==> config.mk <==
export PLATFORM = sky130hd
export DESIGN_NAME = ws2812_tx
export DESIGN_NICKNAME = d
export VERILOG_FILES = /design/src/rtl/ws2812_pkg.sv /design/src/rtl/ws2812_bit_encoder.sv /design/src/rtl/ws2812_tx.sv
export SDC_FILE = /design/constraint.sdc
export NUM_CORES = 1
export LEC_CHECK = 0
export ABC_AREA = 1
export CAP_MARGIN = 30
export CORE_AREA = 2 2 602 604
export CTS_BUF_LIST = sky130_fd_sc_hd__clkbuf_4 sky130_fd_sc_hd__clkbuf_8 sky130_fd_sc_hd__clkbuf_16
export CTS_CLUSTER_DIAMETER = 100
export DETAILED_ROUTE_END_ITERATION = 12
export DIE_AREA = 0 0 604 606
export PLACE_DENSITY_LB_ADDON = 0.3
export SLEW_MARGIN = 10
export SYNTH_ARGS = -nofsm -noshare
export SYNTH_HDL_FRONTEND = slang
export SYNTH_SLANG_ARGS = --single-unit
==> constraint.sdc <==
create_clock -name clk -period 3.3 [get_ports clk]
set_clock_uncertainty 0.2 [all_clocks]
set_input_delay 0.66 -clock clk [delete_from_list [all_inputs] [get_ports clk]]
set_output_delay 0.66 -clock clk [all_outputs]
set_load 0.02 [all_outputs]
==> src/rtl/ws2812_pkg.sv <==
// ws2812_pkg: shared state encoding, timing defaults and helpers for the WS2812 driver
package ws2812_pkg;
  typedef enum logic [1:0] {IDLE, LOAD, SEND, GAP} state_t;
  localparam int DEF_CLKHZ   = 100_000_000;
  localparam int DEF_T0H_NS  = 400;
  localparam int DEF_T1H_NS  = 800;
  localparam int DEF_TBIT_NS = 1250;
  localparam int DEF_TRST_US = 300;
  function automatic int ns2cyc(input longint clkhz, input longint ns);
    return int'(clkhz * ns / 64'sd1_000_000_000);
  endfunction
  function automatic logic [23:0] grb(input logic [23:0] rgb);
    return {rgb[15:8], rgb[23:16], rgb[7:0]};
  endfunction
endpackage

==> src/rtl/ws2812_bit_encoder.sv <==
// ws2812_bit_encoder: per-bank GRB shift register and pulse-width comparator on the shared bit timer
module ws2812_bit_encoder #(
  parameter int CW  = 8,
  parameter int N0H = 40,
  parameter int N1H = 80
) (
  input  logic          clk,
  input  logic          rst,
  input  logic          i_load,
  input  logic          i_shift,
  input  logic          i_send,
  input  logic [23:0]   i_pix,
  input  logic [CW-1:0] i_cnt,
  output logic          o_dout
);
  localparam logic [CW-1:0] T0 = CW'(N0H);
  localparam logic [CW-1:0] T1 = CW'(N1H);
  logic [23:0] r_sr;
  logic        r_dout;
  always_ff @(posedge clk) begin
    if (rst) begin
      r_sr   <= '0;
      r_dout <= 1'b0;
    end else begin
      r_sr   <= i_load ? i_pix : i_shift ? {r_sr[22:0], 1'b0} : r_sr;
      r_dout <= i_send && (i_cnt < (r_sr[23] ? T1 : T0));
    end
  end
  assign o_dout = r_dout;
endmodule

==> src/rtl/ws2812_tx.sv <==
// ws2812_tx: parallel WS2812 chain driver; one shared FSM and bit timer, one encoder per bank
module ws2812_tx
  import ws2812_pkg::*;
#(
  parameter int CLKHZ    = DEF_CLKHZ,
  parameter int BANK_NUM = 1,
  parameter int BANK_X   = 8,
  parameter int BANK_Y   = 8,
  parameter int T0H_NS   = DEF_T0H_NS,
  parameter int T1H_NS   = DEF_T1H_NS,
  parameter int TBIT_NS  = DEF_TBIT_NS,
  parameter int TRST_US  = DEF_TRST_US
) (
  input  logic                clk,
  input  logic                rst,
  input  logic [23:0]         wscolor [BANK_NUM*BANK_X*BANK_Y],
  input  logic                en,
  output logic [BANK_NUM-1:0] dout,
  output logic                busy,
  output logic                frame_done
);
  localparam int NPIX = BANK_X * BANK_Y;
  localparam int NBIT = ns2cyc(CLKHZ, TBIT_NS);
  localparam int N0H  = ns2cyc(CLKHZ, T0H_NS);
  localparam int N1H  = ns2cyc(CLKHZ, T1H_NS);
  localparam int NRST = CLKHZ / 1_000_000 * TRST_US;
  localparam int CW   = $clog2(NBIT > NRST ? NBIT : NRST);
  localparam int PW   = NPIX > 1 ? $clog2(NPIX) : 1;
  localparam int AW   = BANK_NUM * NPIX > 1 ? $clog2(BANK_NUM * NPIX) : 1;
  if (N0H == 0 || N1H >= NBIT) begin : g_bad_timing
    $error("ws2812_tx: bit timing needs N0H > 0 and N1H < NBIT");
  end
  state_t        r_state, w_state_n;
  logic [CW-1:0] r_cnt, w_cnt_n;
  logic [4:0]    r_bit, w_bit_n;
  logic [PW-1:0] r_pix, w_pix_n;
  logic          r_busy, r_done, w_load, w_shift;
  logic          w_bit_end, w_pix_end, w_last_pix, w_gap_end;
  assign w_bit_end  = r_cnt == CW'(NBIT - 1);
  assign w_pix_end  = r_bit == 5'd23;
  assign w_last_pix = r_pix == PW'(NPIX - 1);
  assign w_gap_end  = r_cnt == CW'(NRST - 1);
  // w_pix_n doubles as the pixel index to latch whenever w_load is set
  always_comb begin
    w_state_n = r_state;
    w_cnt_n   = r_cnt;
    w_bit_n   = r_bit;
    w_pix_n   = r_pix;
    w_load    = 1'b0;
    w_shift   = 1'b0;
    case (r_state)
      IDLE: w_state_n = en ? LOAD : IDLE;
      LOAD: begin
        w_load    = 1'b1;
        w_cnt_n   = '0;
        w_bit_n   = '0;
        w_pix_n   = '0;
        w_state_n = SEND;
      end
      SEND: begin
        w_cnt_n = w_bit_end ? '0 : r_cnt + 1'b1;
        w_shift = w_bit_end;
        if (w_bit_end) begin
          w_bit_n = w_pix_end ? '0 : r_bit + 1'b1;
          if (w_pix_end) begin
            if (w_last_pix) w_state_n = GAP;
            else begin
              w_pix_n = r_pix + 1'b1;
              w_load  = 1'b1;
            end
          end
        end
      end
      GAP: begin
        w_cnt_n   = w_gap_end ? '0 : r_cnt + 1'b1;
        w_state_n = w_gap_end ? IDLE : GAP;
      end
      default: w_state_n = IDLE;
    endcase
  end
  always_ff @(posedge clk) begin
    if (rst) begin
      r_state <= IDLE;
      r_cnt   <= '0;
      r_bit   <= '0;
      r_pix   <= '0;
      r_busy  <= 1'b0;
      r_done  <= 1'b0;
    end else begin
      r_state <= w_state_n;
      r_cnt   <= w_cnt_n;
      r_bit   <= w_bit_n;
      r_pix   <= w_pix_n;
      r_busy  <= w_state_n != IDLE;
      r_done  <= w_state_n == GAP && w_cnt_n == CW'(NRST - 1);
    end
  end
  assign busy       = r_busy;
  assign frame_done = r_done;
  for (genvar b = 0; b < BANK_NUM; b++) begin : g_bank
    logic [AW-1:0] w_idx;
    assign w_idx = AW'(b * NPIX) + AW'(w_pix_n);
    ws2812_bit_encoder #(.CW(CW), .N0H(N0H), .N1H(N1H)) u_enc (
      .clk     (clk),
      .rst     (rst),
      .i_load  (w_load),
      .i_shift (w_shift),
      .i_send  (r_state == SEND),
      .i_pix   (grb(wscolor[w_idx])),
      .i_cnt   (r_cnt),
      .o_dout  (dout[b])
    );
  end
endmodule

== Word level (Yosys, flattened, before mapping) ==
Cells that the tools add are included.
Word-level totals
  register bits after elaboration: 55
  bits in latches: 0
  bits in writable memories: 0
  memory bits (read-only): 0
  input port bits: 1539
  output and inout port bits: 3
  word-level logic and storage cells: 58
  memories: 0
Operators by class
  $add $sub $neg: 3
  multipliers: 0
  divide/modulo/power cells: 0
  magnitude comparators: 2
  equality and inequality tests: 10
  shifts and indexed selects: 0
  mux-type cells: 27
  bitwise operators: 1
  reduce and logical (&&, ||, !) cells: 7
Operator list (number)
  binary-select mux 24 bit (select 6 bit): 1
  two-way mux 24 bit: 4
  case mux 15 bit (3 select lines): 1
  equality test 15 bit (second input constant): 2
  two-way mux 15 bit: 2
  two-way mux 6 bit: 3
  adder 15 x 1 -> 15 bit (second input constant): 1
  equality test 15 x 7 -> 1 bit (second input constant): 1
  < comparator 15 bit: 1
  case mux 6 bit (2 select lines): 1
  two-way mux 5 bit: 2
  case mux 5 bit (2 select lines): 1
  two-way mux 2 bit: 4
  case mux 2 bit (4 select lines): 1
  >= comparator 7 bit (second input constant): 1
  two-way mux 7 bit: 1
  NOT 6 -> 7 bit: 1
  adder 6 x 1 -> 6 bit (second input constant): 1
  equality test 2 bit (second input constant): 3
  equality test 6 bit (second input constant): 1
  nonzero test 2 bit: 3
  adder 5 x 1 -> 5 bit (second input constant): 1
  equality test 5 bit (second input constant): 1
  two-way mux 1 bit: 5
  6 further kinds: 7

== Logic depth before layout (Yosys ltp) ==
Gate-level depths: netlist (run 1).
  depth in word-level cells: 10
  gate-level depth with buffers: 22
  depth with buffers taken out: 19

== Cells and area by module ==
From an unflattened synthesis (run 1), not the netlist that was laid out.
Second synthesis, totals
  cells, all modules: 5199
  area total of the unflattened synthesis: 24617.4 um^2
By module, submodules not included
  ws2812_tx: times used 1, cells an instance 5000, area an instance 23367.4 um^2, sequential area each 600.6 um^2
  ws2812_bit_encoder: times used 1, cells an instance 199, area an instance 1249.9 um^2, sequential area each 500.5 um^2

== Worst setup path before layout (run 1) ==
Ideal clock, no wire load.
  path kind: register -> register
  from: register r_bit[0]
  to: register g_bank[0].u_enc.r_sr[21]
  library setup time: 0.132 ns
  arrival: 2.410 ns
  required time: 2.968 ns
  path slack: 0.559 ns
  cell stages (with the launch flop): 19
  buffers on the path: 4
  period minus slack after synthesis: 2.741 ns
  path through: dfxtp_1 -> ha_1 -> nand4_1 -> nor2_4 -> nand3_4 -> nand2_4 -> nand3_1 -> buf_4 -> buf_6 -> buf_6 -> buf_4 -> o211ai_1 -> nand3_1 -> nand3_1 -> nand3_1 -> nand3_1 -> nand3_1 -> nand2_1 -> a21oi_1
On the way
  longest elaborated chain between the ends: 9
  elaborated cells between the ends (all ways): 13
  those cells by class: eq/ne: 1; mux: 10; bitwise: 1; reduce/logical: 1
Ends and longest elaborated chain
  start: declaration: RTL line ws2812_tx.sv:35  | logic [4:0] r_bit, w_bit_n;
  start signal: assignment: RTL line ws2812_tx.sv:92  | r_bit <= w_bit_n;
  equality test 5 bit *: RTL line ws2812_tx.sv:40  | assign w_pix_end = r_bit == 5'd23;
  two-way mux 6 bit: RTL line ws2812_tx.sv:65  | if (w_pix_end) begin
  two-way mux 6 bit: RTL line ws2812_tx.sv:63  | if (w_bit_end) begin
  case mux 6 bit (2 select lines): RTL line ws2812_tx.sv:51  | case (r_state)
  NOT 6 -> 7 bit (implied by the code): RTL line ws2812_tx.sv:109  | .i_pix (grb(wscolor[w_idx])),
  binary-select mux 24 bit (select 6 bit): RTL line ws2812_tx.sv:109
  two-way mux 24 bit (implied by the code) (2 in series): RTL line ws2812_tx.sv:109
  two-way mux 24 bit: RTL line ws2812_bit_encoder.sv:25  | r_sr <= i_load ? i_pix : i_shift ? {r_sr[22:0], 1'b0} : r_sr;
  end signal: assignment: RTL line ws2812_bit_encoder.sv:25
  end: declaration: RTL line ws2812_bit_encoder.sv:18  | logic [23:0] r_sr;
Every way passes the cells marked *; elsewhere a longest branch is shown, timed or not. The select of a mux whose other input is x is not followed.
A chain may end at the register's enable or synchronous reset.

== Worst setup path in the final report (run 1) ==
  from: register r_cnt[0]
  to: register g_bank[0].u_enc.r_sr[2]
On the way
  longest elaborated chain between the ends: 8
  elaborated cells between the ends (all ways): 12
  those cells by class: eq/ne: 1; mux: 9; bitwise: 1; reduce/logical: 1
Ends and longest elaborated chain
  start: declaration: RTL line ws2812_tx.sv:34  | logic [CW-1:0] r_cnt, w_cnt_n;
  start signal: assignment: RTL line ws2812_tx.sv:91  | r_cnt <= w_cnt_n;
  equality test 15 x 7 -> 1 bit *: RTL line ws2812_tx.sv:39  | assign w_bit_end = r_cnt == CW'(NBIT - 1);
  two-way mux 6 bit: RTL line ws2812_tx.sv:63
  case mux 6 bit (2 select lines): RTL line ws2812_tx.sv:51
  NOT 6 -> 7 bit (implied by the code): RTL line ws2812_tx.sv:109
  binary-select mux 24 bit (select 6 bit): RTL line ws2812_tx.sv:109
  two-way mux 24 bit (implied by the code) (2 in series): RTL line ws2812_tx.sv:109
  two-way mux 24 bit: RTL line ws2812_bit_encoder.sv:25
Marked as above.

==> metrics.csv, run 1 <==
stage,metric,value,unit
drt,drt_iter0_markers,3174,
synthesis,synth.yosys.warnings,0,
min_path,hold_class,register to register,
cells_and_area,design_area,54700,um^2
cts,cts_hold_buf,0,
die,fp.dieW,604,um
synthesis,netlist_area,23100,um^2
placed_design,dpl-instance-area,49800,um^2
critical_path,r2r_cells,23,
synthesis,synthMuxAreaShare,0.000434,
pwr,power_switching,3.10,mW
drt,route.detailed.drc,0,
die,die_y,606,um
pwr,power,6.80,mW
synthesis,synth_top_family_by_area,simple AND/OR/NAND/NOR gates,
run_status,failed_checks,negative setup slack,
synthesis,synthArstFlopShare,0,
global_routing,use_met3,0.0204,
critical_path,critPathLaunch,r_cnt[0]$_SDFF_PP0_,
cts,cts_buffers,5,
pwr,netSwitchingFraction,0.455,
synthesis,synth_simple_gate_area_frac,0.552,
timing,worst_pin_slew,0.664,ns
synthesis,synthCells,4854,
placed_design,place_ws,-0.983,ns
cells_and_area,syn2layout_area_growth,137,%
timing,fin_ws,-0.278,ns
pwr,power.density,124,nW/um^2
cts,cts.path.max_buffers,2,
die,core-area,360000,um^2
job,cap_violations,0,
critical_path,r2r_end,g_bank[0].u_enc.r_sr[2]$_SDFFE_PP0P_,
global_routing,grt_max_degree,72,
cts,htree_levels,2,
synthesis,synth_edf_count,0,
placed_design,port_buffers,1541,
timing,final_max_slew_viol_count,0,
placed_design,dp_hpwl,258000,um
timing,fmax,279,MHz
timing,period_share,1.08,
synthesis,yosys.area.top_type,nand3_1,
cells_and_area,fillers,42000,
timing,rsz0062_at_grt,true,
synthesis,synth_common_cells,"inv_1 (1170), nand3_1 (1142), nand2_1 (1083)",
die,ios,1542,
global_routing,antenna_found_initial,116,
synthesis,synth-compound-area-share,0.114,
cells_and_area,drive_gt1_frac,0.167,
critical_path,reg2reg_from,r_cnt[0]$_SDFF_PP0_,
cells_and_area,post-route-util,0.152,
pwr,clkPwrFrac,0.096,
synthesis,syn_nets,6404,
drt,routed_wl,308000,um
global_routing,grt_pass1_vias,40000,
synthesis,synth_area_per_cell,4.75,um^2
timing,tns,-4.82,ns
critical_path,critical_path_arrival,3.58,ns
global_routing,grt_pass1_wl,384000,um
synthesis,netlist.area_leader.share,0.248,
timing,hold_violations,0,
critical_path,crit_required,3.30,ns
timing,final.min_clock_period,3.58,ns
synthesis,synth_ff_type,dfxtp_1,
pwr,intPower,3.70,mW
pwr,seq_power_share,0.103,
drt,ant_nets,0,
global_routing,grt_use_met1,0.190,
synthesis,synth-seq-cells,55,
run_status,status,"finished, violations left",
cts,clk_latency,0.33,ns
timing,slew_headroom,0.556,
critical_path,crit_end,g_bank[0].u_enc.r_sr[2]$_SDFFE_PP0P_,
synthesis,yosysMostFrequentCell,inv_1,
synthesis,seq_area_frac_synth,0.0477,
pwr,peakVddDrop,0.260,mV
global_routing,grt_overflow,0,
synthesis,ys_types,36,
global_routing,grt.total_usage,0.157,
cts,clock-sinks,55,
synthesis,synthAdderAreaFrac,0.00597,
critical_path,crit_fanout,8,
pwr,power_frac_comb,0.801,
cts,tritoncts,built,
drt,wire_per_inst,26.6,um
critical_path,r2r_slack,-0.28,ns
pwr,leakage,25.2,nW
die,rows,221,
global_routing,top_usage_layer,met2,
placed_design,gp_congestion,0.920,
drt,viasPerCell,3.52,
synthesis,synthTopCellsByArea,"nand3_1 (25%), inv_1 (19%), nand2_1 (18%)",
critical_path,start_kind,register,
synthesis,synth_xor_area_frac,0.00342,
global_routing,grt_use_met2,0.290,
die,die-area,366000,um^2
critical_path,path_class,register to register,
drt,firstDrtPassIters,6,
timing,setup_violations,24,
die,start_util,0.0640,
drt,vias,40700,
cts,clk_pin_slew,0.10,ns
cts,clock-root-buffer,clkbuf_16,
cells_and_area,nNetsFinal,8256,
critical_path,endpoint_kind,register,
how the worst min path moves through the flow:
stage                                               start                               endpoint  cells past startpoint
finish                              r_bit[3]$_SDFFE_PP0P_                  r_bit[3]$_SDFFE_PP0P_                      2
global route        g_bank[0].u_enc.r_sr[17]$_SDFFE_PP0P_  g_bank[0].u_enc.r_sr[17]$_SDFFE_PP0P_                      2
CTS                                 r_bit[3]$_SDFFE_PP0P_                  r_bit[3]$_SDFFE_PP0P_                      2
detailed placement                  r_bit[3]$_SDFFE_PP0P_                  r_bit[3]$_SDFFE_PP0P_                      2
global placement                    r_bit[3]$_SDFFE_PP0P_                  r_bit[3]$_SDFFE_PP0P_                      2
floorplan                           r_bit[3]$_SDFFE_PP0P_                  r_bit[3]$_SDFFE_PP0P_                      2
cell type report:
class / count / area, um^2 / share of cell area
repair buffers: 2274 / 24900 / 0.454
multi-input cells: 3195 / 18000 / 0.329
well taps: 4794 / 6000 / 0.110
inverters: 1174 / 4430 / 0.0810
flip-flops and latches: 55 / 1110 / 0.0202
diodes: 61 / 153 / 0.00279
clock buffers: 5 / 125 / 0.00229
clock inverters: 3 / 31.3 / 0.000572
repair inverters: 1 / 30.0 / 0.000549
sequential cells by signal, indices dropped and copies added (netlist names):
register	cells
busy	1
frame_done	1
g_bank.u_enc.o_dout	1
g_bank.u_enc.r_sr	24
r_bit	5
r_cnt	15
r_pix	6
r_state	2
worst max-delay path: stages, from the launching register on:
cell     delay (ns)
dfxtp_2        0.34
inv_2          0.07
ha_4           0.13
inv_2          0.03
nor2_2         0.08
nand2_2        0.10
nor2_8         0.18
nand3_4        0.14
nand2_8        0.10
buf_8          0.19
buf_16         0.20
buf_12         0.14
buf_4          0.15
buf_4          0.16
nand4_1        0.12
nand3_1        0.11
nand3_1        0.13
nand3_4        0.15
buf_12         0.12
nand3_2        0.19
nand3_1        0.17
nand3_2        0.09
nand2_2        0.09
a21oi_2        0.05
routing by layer:
layer	vias to the layer above	part of all wire
met5	-	0.00062
met4	30	0.030
met3	305	0.050
met2	1722	0.51
met1	19200	0.41
li1	19400	-
metrics by stage:
stage,hold slack [ns],cells
global route,0.303,11600
CTS,0.269,11500
finish,0.266,11600
global placement,0.254,11400
detailed placement,0.254,11400
floorplan,0.241,4854
power by group through the flow:
| stage | Clock (mW) | Combinational, mW | Sequential, mW |
|---|---|---|---|
| final | 0.655 | 5.45 | 0.699 |
| after global routing | 0.706 | 5.82 | 0.702 |
| after CTS | 0.694 | 5.28 | 0.699 |
| after detailed placement | 0 | 5.12 | 0.713 |
| after global placement | 0 | 5.14 | 0.713 |
| after floorplan | 0 | 1.51 | 0.721 |
layout by cell type (no fill, tap or decap), types with 3 or more instances in the layout:
cell type / instances
dfxtp_2: 4
inv_1: 1164
o21ai_0: 193
dfxtp_1: 51
bufbuf_16: 7
nor2_1: 80
nand2_2: 11
nand2_4: 5
nand3_4: 85
nand4_1: 391
o211ai_1: 140
clkdlybuf4s50_1: 1541
a21oi_1: 44
diode_2: 61
clkbuf_16: 16
inv_2: 7
nand2_1: 1068
buf_6: 62
o21ai_2: 7
buf_12: 184
nand3_2: 234
nor3_1: 7
a21oi_2: 4
nor2_4: 3
buf_16: 48
o21ai_1: 55
or2_2: 3
xor2_1: 9
buf_8: 9
ha_1: 10
buf_4: 412
nand3_1: 824
nor2_2: 6
logic make-up (layout without fill, tap and decap cells):
family / count (synthesis) / in the layout
mux: 1 / 1
compound gates: 450 / 450
other cells: 0 / 61
simple gates: 2724 / 2724
fa+ha+maj: 11 / 11
xor+xnor: 9 / 9
buf+inv: 1604 / 3457
flops: 55 / 55
repair_timing:
action                     4_1_cts  5_1_grt
cloned                          31       11
buffers inserted                47       16
setup endpoints to repair       24       25
pin swaps                       62       43
resized for setup              455      180
Note: power is estimated with default switching activity, not from simulation.
==> run 2: changes to the inputs <==
--- a/config.mk
+++ b/config.mk
@@ -13,7 +13,7 @@
 export DETAILED_ROUTE_END_ITERATION = 12
 export DIE_AREA = 0 0 604 606
 export PLACE_DENSITY_LB_ADDON = 0.3
-export SLEW_MARGIN = 10
+export SLEW_MARGIN = 20
 export SYNTH_ARGS = -nofsm -noshare
 export SYNTH_HDL_FRONTEND = slang
 export SYNTH_SLANG_ARGS = --single-unit
==> results of run 2 <==
The final DEF is identical to that of run 1; final timing and power are the same.
